==> src/rtl/mem_port_arbiter_if.sv <==
// Bundle of the fetch, data and memory handshakes around the shared memory port.
// The arbiter uses the slave modport. Requesters and memory sit on the master side.
interface mem_port_arbiter_if;
    logic        if_req;
    logic [63:0] if_addr;
    logic        if_ready;
    logic [63:0] if_rdata;

    logic        dm_req;
    logic        dm_we;
    logic [63:0] dm_addr;
    logic [63:0] dm_wdata;
    logic        dm_ready;
    logic [63:0] dm_rdata;

    logic        mem_req;
    logic        mem_we;
    logic [63:0] mem_addr;
    logic [63:0] mem_wdata;
    logic        mem_ack;
    logic [63:0] mem_rdata;

    logic        sel;
    logic        err_timeout;

    modport slave (
        input  if_req, if_addr, dm_req, dm_we, dm_addr, dm_wdata, mem_ack, mem_rdata,
        output if_ready, if_rdata, dm_ready, dm_rdata,
               mem_req, mem_we, mem_addr, mem_wdata, sel, err_timeout
    );

    modport master (
        output if_req, if_addr, dm_req, dm_we, dm_addr, dm_wdata, mem_ack, mem_rdata,
        input  if_ready, if_rdata, dm_ready, dm_rdata,
               mem_req, mem_we, mem_addr, mem_wdata, sel, err_timeout
    );
endinterface

==> src/rtl/mem_port_arbiter.sv <==
// Arbiter sharing one 64-bit memory port between instruction fetch and data access.
// Data has priority. A streak limit guarantees fetch progress, and a timeout aborts hung accesses.
module mem_port_arbiter #(
    parameter int MAX_D_STREAK = 4,
    parameter int TIMEOUT      = 255
) (
    input logic              clk,
    input logic              rst_n,
    mem_port_arbiter_if.slave bus
);
    localparam int SW = $clog2(MAX_D_STREAK + 1);
    localparam int TW = $clog2(TIMEOUT + 1);
    localparam logic [SW-1:0] STREAK_MAX   = SW'(MAX_D_STREAK);
    localparam logic [TW-1:0] TIMEOUT_LAST = TW'(TIMEOUT - 1);

    typedef enum logic [1:0] {IDLE, GNT_I, GNT_D, RESP} state_t;

    state_t        state;
    logic [SW-1:0] streak;
    logic [TW-1:0] tcnt;
    logic          data_wins;

    // Data wins unless fetch has been waiting through a full streak of data grants.
    assign data_wins = bus.dm_req && !(bus.if_req && streak == STREAK_MAX);

    // NOTE: every register, including the memory-side request, clears asynchronously so an
    // access in flight is dropped the moment rst_n falls, without waiting for a clock edge.
    always_ff @(posedge clk or negedge rst_n) begin
        if (!rst_n) begin
            state           <= IDLE;
            streak          <= '0;
            tcnt            <= '0;
            bus.mem_req     <= 1'b0;
            bus.mem_we      <= 1'b0;
            bus.mem_addr    <= '0;
            bus.mem_wdata   <= '0;
            bus.if_ready    <= 1'b0;
            bus.dm_ready    <= 1'b0;
            bus.if_rdata    <= '0;
            bus.dm_rdata    <= '0;
            bus.sel         <= 1'b0;
            bus.err_timeout <= 1'b0;
        end else begin
            // NOTE: ready pulses default low here so they last exactly one cycle (the RESP cycle).
            bus.if_ready <= 1'b0;
            bus.dm_ready <= 1'b0;

            case (state)
                IDLE: begin
                    if (data_wins) begin
                        state         <= GNT_D;
                        bus.sel       <= 1'b1;
                        bus.mem_req   <= 1'b1;
                        bus.mem_addr  <= bus.dm_addr;
                        bus.mem_we    <= bus.dm_we;
                        bus.mem_wdata <= bus.dm_wdata;
                        tcnt          <= '0;
                        // data_wins with if_req pending implies streak < STREAK_MAX, so no overflow
                        streak        <= bus.if_req ? streak + 1'b1 : '0;
                    end else if (bus.if_req) begin
                        state         <= GNT_I;
                        bus.sel       <= 1'b0;
                        bus.mem_req   <= 1'b1;
                        bus.mem_addr  <= bus.if_addr;
                        bus.mem_we    <= 1'b0;
                        bus.mem_wdata <= '0;
                        tcnt          <= '0;
                        streak        <= '0;
                    end
                end

                GNT_I, GNT_D: begin
                    if (bus.mem_ack || tcnt == TIMEOUT_LAST) begin
                        state       <= RESP;
                        bus.mem_req <= 1'b0;
                        if (!bus.mem_ack) bus.err_timeout <= 1'b1;
                        if (state == GNT_I) begin
                            bus.if_ready <= 1'b1;
                            bus.if_rdata <= bus.mem_ack ? bus.mem_rdata : '0;
                        end else begin
                            bus.dm_ready <= 1'b1;
                            // a completed store leaves the load-data register untouched
                            if (!bus.mem_ack)     bus.dm_rdata <= '0;
                            else if (!bus.mem_we) bus.dm_rdata <= bus.mem_rdata;
                        end
                    end else begin
                        tcnt <= tcnt + 1'b1;
                    end
                end

                RESP:    state <= IDLE;
                default: state <= IDLE;
            endcase
        end
    end
endmodule

==> src/flat_wrapper.sv <==
// flat-port wrapper written by rule: the top's interface ports become plain ports
module mem_port_arbiter_flat 
#(
    parameter int MAX_D_STREAK = 4,
    parameter int TIMEOUT      = 255
)
  (clk, rst_n, bus_if_req, bus_if_addr, bus_dm_req, bus_dm_we, bus_dm_addr, bus_dm_wdata, bus_mem_ack, bus_mem_rdata, bus_if_ready, bus_if_rdata, bus_dm_ready, bus_dm_rdata, bus_mem_req, bus_mem_we, bus_mem_addr, bus_mem_wdata, bus_sel, bus_err_timeout);
  mem_port_arbiter_if bus_i ();
  input logic clk;
  input logic rst_n;
  input wire logic [$bits(bus_i.if_req)-1:0] bus_if_req;
  input wire logic [$bits(bus_i.if_addr)-1:0] bus_if_addr;
  input wire logic [$bits(bus_i.dm_req)-1:0] bus_dm_req;
  input wire logic [$bits(bus_i.dm_we)-1:0] bus_dm_we;
  input wire logic [$bits(bus_i.dm_addr)-1:0] bus_dm_addr;
  input wire logic [$bits(bus_i.dm_wdata)-1:0] bus_dm_wdata;
  input wire logic [$bits(bus_i.mem_ack)-1:0] bus_mem_ack;
  input wire logic [$bits(bus_i.mem_rdata)-1:0] bus_mem_rdata;
  output wire logic [$bits(bus_i.if_ready)-1:0] bus_if_ready;
  output wire logic [$bits(bus_i.if_rdata)-1:0] bus_if_rdata;
  output wire logic [$bits(bus_i.dm_ready)-1:0] bus_dm_ready;
  output wire logic [$bits(bus_i.dm_rdata)-1:0] bus_dm_rdata;
  output wire logic [$bits(bus_i.mem_req)-1:0] bus_mem_req;
  output wire logic [$bits(bus_i.mem_we)-1:0] bus_mem_we;
  output wire logic [$bits(bus_i.mem_addr)-1:0] bus_mem_addr;
  output wire logic [$bits(bus_i.mem_wdata)-1:0] bus_mem_wdata;
  output wire logic [$bits(bus_i.sel)-1:0] bus_sel;
  output wire logic [$bits(bus_i.err_timeout)-1:0] bus_err_timeout;
  assign bus_i.if_req = bus_if_req;
  assign bus_i.if_addr = bus_if_addr;
  assign bus_i.dm_req = bus_dm_req;
  assign bus_i.dm_we = bus_dm_we;
  assign bus_i.dm_addr = bus_dm_addr;
  assign bus_i.dm_wdata = bus_dm_wdata;
  assign bus_i.mem_ack = bus_mem_ack;
  assign bus_i.mem_rdata = bus_mem_rdata;
  assign bus_if_ready = bus_i.if_ready;
  assign bus_if_rdata = bus_i.if_rdata;
  assign bus_dm_ready = bus_i.dm_ready;
  assign bus_dm_rdata = bus_i.dm_rdata;
  assign bus_mem_req = bus_i.mem_req;
  assign bus_mem_we = bus_i.mem_we;
  assign bus_mem_addr = bus_i.mem_addr;
  assign bus_mem_wdata = bus_i.mem_wdata;
  assign bus_sel = bus_i.sel;
  assign bus_err_timeout = bus_i.err_timeout;
  mem_port_arbiter #(.MAX_D_STREAK(MAX_D_STREAK), .TIMEOUT(TIMEOUT)) u_core (.clk(clk), .rst_n(rst_n), .bus(bus_i));
endmodule
==> config.mk <==
export PLATFORM = sky130hd
export DESIGN_NAME = mem_port_arbiter_flat
export DESIGN_NICKNAME = d
export VERILOG_FILES = /design/src/rtl/mem_port_arbiter_if.sv /design/src/rtl/mem_port_arbiter.sv /design/src/flat_wrapper.sv
export SDC_FILE = /design/constraint.sdc
export NUM_CORES = 1
export LEC_CHECK = 0
export ABC_AREA = 1
export BUFFER_PORTS_ARGS = -buffer_cell sky130_fd_sc_hd__buf_4
export CAP_MARGIN = 20
export CORE_AREA = 2 2 204 206
export DETAILED_ROUTE_END_ITERATION = 8
export DIE_AREA = 0 0 206 208
export PLACE_DENSITY = 0.5
export SETUP_SLACK_MARGIN = 0.1
export SYNTH_ARGS = -nofsm -noshare
export SYNTH_HDL_FRONTEND = slang
export SYNTH_SLANG_ARGS = --single-unit
==> constraint.sdc <==
create_clock -name clk -period 3.1 [get_ports clk]
set_input_delay 0.62 -clock clk [delete_from_list [all_inputs] [get_ports clk]]
set_output_delay 0.62 -clock clk [all_outputs]
set_load 0.03 [all_outputs]
; ---- After elaboration in Yosys (flattened, before gate mapping)
; Cells that the tools add are included.
[classes]
magnitude_cmp = 0
div = 0
muxes = 31
bitwise_logic = 2
eq_ne = 9
n_mul = 0
n_shift = 0
n_addsub = 2
n_reduce_logical = 15
[ops]
columns = cell, count
row1 = 64-bit 2-to-1 mux, 7
row2 = 8-bit 2-to-1 mux, 3
row3 = 8-bit case mux with 2 select lines, 1
row4 = 1-bit 2-to-1 mux, 12
row5 = 3-bit AND reduction, 4
row6 = 3-bit 2-to-1 mux, 3
row7 = 8-bit by 1-bit adder with 8-bit output (second input constant), 1
row8 = 8-bit == test (second input constant), 1
row9 = 2-bit 2-to-1 mux, 3
row10 = 2-bit case mux with 3 select lines, 1
row11 = 2-bit == test (second input constant), 2
row12 = 2-bit != test (second input constant), 2
row13 = 2-bit AND reduction, 2
row14 = 4-bit AND reduction, 1
row15 = 2-bit nonzero test, 2
row16 = 3-bit by 1-bit adder with 3-bit output (second input constant), 1
row17 = 3-bit == test (second input constant), 1
row18 = 3-bit by 2-bit != test with 1-bit output (second input constant), 1
row19 = 2-bit by 1-bit == test with 1-bit output (second input constant), 1
row20 = 1-bit logical AND, 2
row21 = 2-bit logical NOT, 1
row22 = 2-bit by 1-bit != test with 1-bit output (second input constant), 1
row23 = 1-bit NOT, 2
row24 = 1-bit case mux with 2 select lines, 1
row25 = other kinds (3), 3
[totals]
mem_bits_ro = 0
mem_count = 0
latch_bits = 0
output_inout_bits = 262
ram_bits = 0
in_bits = 262
reg_bits = 275

; ---- Logic depth before layout (Yosys ltp)
; Gate-level depths: netlist of run 1.
[logic_depth]
ltp_word = 6
depth_mapped = 11
ltp_nobuf = 10

; ---- Worst setup path before layout of run 1
; No wires, ideal clock.
[synth_path]
kind = reg2reg
from = reg u_core.state[0]
to = reg u_core.tcnt[5]
path_slack_ns = 1.550
path_stages_with_launch = 10
t_arrival_ns = 1.432
path_cell_list = dfrtp_1 > inv_1 > ha_1 > buf_2 > inv_1 > nand2_1 > nand2_2 > nand2_1 > nand2_1 > nand2_1
[synth_between]
elab_chain_cells = 4
[synth_lines]
columns = element, line_no
row1 = "start, declared", mem_port_arbiter.sv:18  ; state_t state;
row2 = "start signal, assigned", mem_port_arbiter.sv:30  ; state <= IDLE;
row3 = "start signal, assigned", mem_port_arbiter.sv:51  ; state <= GNT_D;
row4 = "start signal, assigned", mem_port_arbiter.sv:61  ; state <= GNT_I;
row5 = 2-bit == test / 2-bit by 1-bit == test with 1-bit output (equally long branches), mem_port_arbiter.sv:48  ; case (state)
row6 = 2-bit OR reduction, mem_port_arbiter.sv:48
row7 = 2-bit != test (no line) / 2-bit nonzero test (equally long branches), -
row8 = 3-bit AND reduction (no line), -
row9 = "end signal, assigned", mem_port_arbiter.sv:87  ; tcnt <= tcnt + 1'b1;
row10 = "end, declared", mem_port_arbiter.sv:20  ; logic [TW-1:0] tcnt;
; Parallel ways exist; a longest one is shown, timed or not.
; A chain may end at the register's enable or synchronous reset.

; ---- Worst setup path after layout of run 1
[layout_path]
from = reg u_core.tcnt[0]
to = reg u_core.bus.dm_rdata[22]
[layout_between]
elab_chain_cells = 3
[layout_lines]
columns = element, line_no
row1 = 8-bit == test, mem_port_arbiter.sv:73  ; if (bus.mem_ack || tcnt == TIMEOUT_LAST) begin
row2 = 1-bit logical OR, mem_port_arbiter.sv:73
row3 = 4-bit AND reduction (no line), -
row4 = "end signal, assigned", mem_port_arbiter.sv:84  ; else if (!bus.mem_we) bus.dm_rdata <= bus.mem_rdata;
row5 = "end, declared", mem_port_arbiter_if.sv:28  ; output if_ready, if_rdata, dm_ready, dm_rdata,
; No other way between the ends.

==> metrics.yaml, run 1 <==
status:
  outcome: "finished clean"
setup_path:
  cp.arrival_ps: 2530
  worst-endpoint-required_ps: 3480
  r2r_end: "u_core.bus.dm_rdata[22]"
  r2r-start: "u_core.tcnt[0]"
  reg2reg_depth: 10
  crit_path_start_kind: "flip-flop"
  r2r_slack_ps: 950
  cp_max_fo: 36
  worstSetupPathType: "reg -> reg"
  cp-end-kind: "flip-flop"
placed_design:
  place.gp.congestion: 0.7805
  placed_cells: 2112
  dp_slack_ps: 838.9
  dp_hpwl_um: 28910
  io_buffers: 523
timing:
  rsz0062_at_grt: "no"
  min_period_ps: 2148
  max_freq_mhz: 465.6
  fin_ws_ps: 952.2
  slew_viol_final: 0
  hold_viol: 0
  post-route-period-util: 0.6928
  setup_viol: 0
  fin_tns_setup_ps: 0
  skew_ps: 35.03
  tightest_slew_ps: 793.0
  relSlewSlack: 0.4713
drt:
  post_drt_wl_per_cell_um: 18.84
  drc: 0
  drt_pass1_iterations: 4
  drt_wl_total_um: 40960
  antenna_left: 0
  vias: 10170
  drtIter0Drc: 523
  drt-vias-per-instance: 4.677
die:
  initial_core_util: 0.2793
  die_h_um: 208
  die_x_um: 206
  num_rows: 74
  coreArea_mm2: 0.04055
  dieArea_mm2: 0.04285
  ios: 524
cells_and_area:
  seq_area_mm2: 0.006882
  nets: 1886
  syn_to_final_growth_pct: 48.81
  drive_gt1_frac: 0.4089
  fin_util: 0.4157
  multiInputGateArea_mm2: 0.003906
  fillers: 4060
  finalNonFillerCells: 2174
synthesis:
  yosysWarnings: 0
  synth_area_mm2: 0.01133
  ys_seq_elements: 275
  syn_inst: 1121
  netlist-cell-type-count: 25
  synth.avg_cell_area_um2: 10.11
  seq_area_frac_synth: 0.6075
  syn_nets: 1389
flow_run:
  maxCapViolCount: 0
clock_network:
  insertion_delay_ps: 540
  cts.sinks: 275
  cts_inserted_buffers: 35
  cts_buffer_depth: 3
  cts_tree: "yes"
  post_cts_buffers: 0
  cts.clk_slew.worst_paths_ps: 60
  htree_levels: 2
  clock-root-buffer: "clkbuf_16"
power_and_ir_drop:
  clock_power_share: 0.193
  leakagePower_nw: 8.356
  power.switching_mw: 9.053
  p_sw_frac: 0.4470
  combPwrFrac: 0.501
  seqPwrFrac: 0.306
  ir_drop_mv: 0.4893
  power_density_mw_per_mm2: 1201
  intPower_mw: 11.20
global_route:
  grt_pass1_wl_um: 61920
  grt_max_degree: 75
  antenna_found_initial: 2
  grt_usage: 0.1861
  first_global_vias: 10370
  gr-total-overflow: 0
min_path:
  hp-class: "in -> reg"
  min_from: "bus_dm_wdata[61]"
  worstHoldEndpoint: "u_core.bus.mem_wdata[61]"
  holdPathStages: 2
==> critical path, cell delays in order (launching register included) <==
cell	delay, ps
dfrtp_1	420
inv_1	90
ha_1	150
inv_1	40
nor2_1	90
nand2_1	80
nand2_2	110
nand3_4	460
buf_12	380
nand2_1	80
o21ai_2	50
==> timing repair <==
item,4_1_cts,5_1_grt
gates resized for setup,0,0
hold buffers,1,0
hold endpoints to repair,39,0
==> cell usage after synthesis (all sizes together) <==
| master | n | area share |
|---|---|---|
| dfrtp | 275 | 0.61 |
| nand2 | 239 | 0.080 |
| o21ai | 137 | 0.082 |
| a21oi | 133 | 0.059 |
| nor2 | 80 | 0.027 |
| nand3 | 79 | 0.035 |
| a22o | 65 | 0.050 |
| buf | 56 | 0.035 |
| clkbuf | 29 | 0.0096 |
| inv | 17 | 0.0056 |
| ha | 6 | 0.0066 |
| o21bai | 2 | 0.0013 |
| clkinv | 1 | 0.00033 |
| nor3 | 1 | 0.00044 |
| xnor2 | 1 | 0.00077 |
==> state kept, by name, indices dropped and copies added, names as in the netlist <==
| signal | count |
|---|---|
| u_core.bus.if_rdata | 64 |
| u_core.bus.dm_rdata | 64 |
| u_core.bus.if_ready | 1 |
| u_core.bus.mem_wdata | 64 |
| u_core.bus.sel | 1 |
| u_core.streak | 3 |
| u_core.bus.mem_req | 1 |
| u_core.bus.dm_ready | 1 |
| u_core.bus.err_timeout | 1 |
| u_core.bus.mem_we | 1 |
| u_core.tcnt | 8 |
| u_core.state | 2 |
| u_core.bus.mem_addr | 64 |
==> per-stage QoR <==
| stage | hold WS (ps) | power (mW) | cell area (um^2) |
|---|---|---|---|
| final | 296.3 | 20.25 | 16860 |
| after global routing | 266.8 | 21.48 | 16860 |
| after CTS | 259.8 | 20.54 | 16850 |
| after detailed placement | 471.3 | 16.51 | 15740 |
| after global placement | 467.9 | 16.43 | 15740 |
| after floorplan | 324.4 | 12.41 | 11330 |
==> worst max-delay path by stage <==
stage          slack [ps]  depth (start not counted)       startpoint                 endpoint
2_1_floorplan        1550                          9  u_core.state[0]           u_core.tcnt[5]
3_5_place_dp          840                          6      bus_mem_ack  u_core.bus.dm_rdata[22]
4_1_cts               880                         10   u_core.tcnt[0]  u_core.bus.dm_rdata[22]
5_1_grt               740                         10   u_core.tcnt[0]  u_core.bus.dm_rdata[13]
6_report              950                         10   u_core.tcnt[0]  u_core.bus.dm_rdata[22]
3_3_place_gp          860                          6      bus_mem_ack  u_core.bus.dm_rdata[22]
==> cells in the final DEF, fill, tap and decap left out, types with 2 or more instances in the layout <==
cell       instances
nand2_2            4
clkbuf_1           9
o21bai_1           2
inv_6              2
inv_1             15
o21ai_0           49
ha_1               6
a22o_1            65
o21ai_1           24
o21ai_2           64
buf_4            533
nand2_1          235
clkbuf_8           8
dfrtp_1          275
buf_12            10
clkinv_2           2
inv_2              2
nor2_1            78
nand3_1           77
a21oi_1          132
clkbuf_16         36
==> area by class of cell <==
class | count | area share
flip-flops and latches | 275 | 0.4082
diodes | 1 | 0.0001484
multi-input cells | 743 | 0.2317
well taps | 532 | 0.03949
clock inverters | 7 | 0.003563
repair buffers | 545 | 0.2507
clock buffers | 53 | 0.06198
inverters | 18 | 0.004156
==> routing by layer <==
layer,global-route usage,vias to the layer above,part of all wire
met4,0.06108,2,0.025
met3,0.05702,54,0.082
met5,0,-,0.00039
li1,-,4810,-
met2,0.3021,377,0.48
met1,0.2353,4924,0.41
==> power by group through the flow <==
stage	sequential, mW	clock (mW)	combinational [mW]
floorplan	9.22	0	3.19
finish	6.19	3.92	10.1
global route	6.40	4.19	10.9
detailed placement	6.21	0	10.3
global placement	6.21	0	10.2
CTS	6.20	4.04	10.3
==> logic make-up (layout without fill, tap and decap cells) <==
family / Yosys count / count (layout) / share of synthesized area
compound gates: 337 / 337 / 0.1924
xor+xnor: 1 / 1 / 0.0007733
fa+ha+maj: 6 / 6 / 0.006627
buf+inv: 103 / 623 / 0.05036
flops: 275 / 275 / 0.6075
other cells: 0 / 1 / 0
simple gates: 399 / 399 / 0.1424
No activity file was read; power rests on OpenSTA's default activity.
==> run 2: changes to the inputs <==
Settings changed: CORE_AREA 2 2 204 206 to 2 2 205 207, DIE_AREA 0 0 206 208 to 0 0 207 209, PLACE_DENSITY 0.5 to 0.52.
Clock period 3.1 ns to 1.8 ns, I/O delays scaled along.
==> metrics.yaml, run 2 (synthesized netlist as in run 1, its figures left out) <==
setup_path:
  cp-end-kind: "flip-flop"
  cp_max_fo: 7  # -81%
  cp.arrival_ps: 2110  # -420 ps
  crit_path_start_kind: "flip-flop"
  worst-endpoint-required_ps: 2250  # -1230 ps
  worstSetupPathType: "reg -> reg"
timing:
  relSlewSlack: 0.6576  # +0.1863
  post-route-period-util: 0.9229  # +0.2300
  slew_viol_final: 0  # unchanged
  max_freq_mhz: 602.0  # +29%
  tightest_slew_ps: 513.6  # -279.5 ps
  hold_viol: 0  # unchanged
  rsz0062_at_grt: "yes"
  fin_tns_setup_ps: 0  # unchanged
  min_period_ps: 1661  # -486.7 ps
  fin_ws_ps: 138.8  # -813.3 ps
  setup_viol: 0  # unchanged
  skew_ps: 10.11  # -24.92 ps
cells_and_area:
  diodes: 0  # -1
  fin_util: 0.4442  # +0.02853
  postLayoutCellArea_mm2: 0.01834  # +8.8%
  nets: 1992  # +5.6%
  mostFrequentLayoutCells: "545 x buf_4, 275 x dfrtp_1, 204 x nand2_1"
  final_common_cell: "buf_4"
  drive_gt1_frac: 0.4327  # +0.02384
  syn_to_final_growth_pct: 61.91
global_route:
  grt_pass1_wl_um: 63960  # +3.3%
  antenna_found_initial: 1  # -1
  grt_max_degree: 66  # -12%
  gr-total-overflow: 0  # unchanged
  first_global_vias: 10870  # +4.9%
  grt_usage: 0.1849  # -0.001193
status:
  outcome: "finished clean"
die:
  num_rows: 75  # +1.4%
  ios: 524  # unchanged
  dieArea_mm2: 0.04326  # +0.97%
  coreArea_mm2: 0.04129  # +1.8%
  initial_core_util: 0.2744  # -0.004977
  die_x_um: 207  # +0.49%
  die_h_um: 209  # +0.48%
flow_run:
  maxCapViolCount: 0  # unchanged
drt:
  drtIter0Drc: 553  # +5.7%
  vias: 10730  # +5.5%
  drt_pass1_iterations: 5  # +1
  drt_wl_total_um: 43520  # +6.3%
  drt-vias-per-instance: 4.693  # +0.35%
  antenna_left: 0  # unchanged
  post_drt_wl_per_cell_um: 19.04  # +1.1%
  drc: 0  # unchanged
min_path:
  hp-class: "in -> reg"
clock_network:
  htree_levels: 1  # -1
  insertion_delay_ps: 570  # +30 ps
  cts.clk_slew.worst_paths_ps: 60  # about the same
  cts_tree: "yes"
  cts.sinks: 275  # unchanged
  cts_inserted_buffers: 31  # -11%
  cts_buffer_depth: 3  # unchanged
  clock-root-buffer: "clkbuf_16"
placed_design:
  dp_slack_ps: 112.3  # -726.6 ps
  dpl_cell_area_mm2: 0.01610  # +2.3%
  place.gp.congestion: 0.7903  # +1.3%
  io_buffers: 523  # unchanged
  dp_hpwl_um: 29190  # +0.98%
power_and_ir_drop:
  power_density_mw_per_mm2: 1988  # +65%
  ir_drop_mv: 0.8514  # +74%
  leakagePower_nw: 9.017  # +7.9%
  power_mw: 36.46  # +80%
[run 2: changes by cell type in the layout (fill, tap and decap cells not counted), sizes merged]
cell / change
clkinvlp: +1
clkinv: +4
buf: +37
bufinv: +2
inv: -2
diode: -1
dlygate4sd3: +64
[run 2: per-stage QoR]
stage / cells / hold WS, ps
after floorplan: 1121 / 64.41
after global placement: 2143 / 346.5
after detailed placement: 2143 / 343.5
after CTS: 2264 / 1.354
after global routing: 2286 / 16.82
final: 2286 / 40.27
[run 2: metal layers]
| metal | GRT usage | vias up | wire length, um |
|---|---|---|---|
| li1 | - | 5021 | - |
| met1 | 0.2400 | 5207 | 18450 |
| met4 | 0.05197 | 2 | 974 |
| met5 | 0 | - | 13 |
| met2 | 0.3070 | 428 | 21000 |
| met3 | 0.04569 | 70 | 3083 |
[run 2: cell type report]
type                    count  area (um^2)
well taps                 539        674.4
repair buffers            655         5619
clock inverters            12        122.6
clock buffers              44        884.6
flip-flops and latches    275         6882
inverters                  18        70.07
multi-input cells         743         4089
fillers                  3979        22950
[run 2: report_power, final]
group | internal [mW] | total, mW | switching [mW] | leakage [nW]
registers | 9.02 | 10.8 | 1.82 | 3.42
logic | 7.54 | 19.3 | 11.8 | 5.10
clock network | 3.69 | 6.31 | 2.62 | 0.494
[run 2: final timing paths]
check / to / slack [ps] / cells after the start / start
max reg2reg: u_core.bus.dm_rdata[14] / 140 / 11 / u_core.tcnt[0]
min: u_core.bus.mem_wdata[33] / 40 / 2 / bus_dm_wdata[33]
min reg2reg: u_core.bus.dm_rdata[62] / 480 / 2 / u_core.bus.dm_rdata[62]
max: u_core.bus.dm_rdata[14] / 140 / 11 / u_core.tcnt[0]
max in group asynchronous: u_core.bus.mem_addr[60] / 860 / 3 / rst_n
min in group asynchronous: u_core.bus.if_rdata[34] / 350 / 2 / rst_n
[run 2: worst max-delay path: stages, from the launching register on]
cell and delay [ps]:
dfrtp_1 390, inv_2 80, ha_4 120, inv_2 30
nor2_2 80, nand2_2 80, nand2_4 90, nand3_4 190
buf_12 220, buf_12 150, nand2_4 50, o21ai_2 40
[run 2: repair_timing]
| item | in CTS | in global routing |
|---|---|---|
| hold buffers | 65 | 0 |
| pin swaps | 0 | 6 |
| cloned | 0 | 11 |
| resized for setup | 0 | 66 |
| hold endpoints to repair | 98 | 0 |
| setup buffers | 0 | 11 |
| setup endpoints to repair | 1 | 193 |
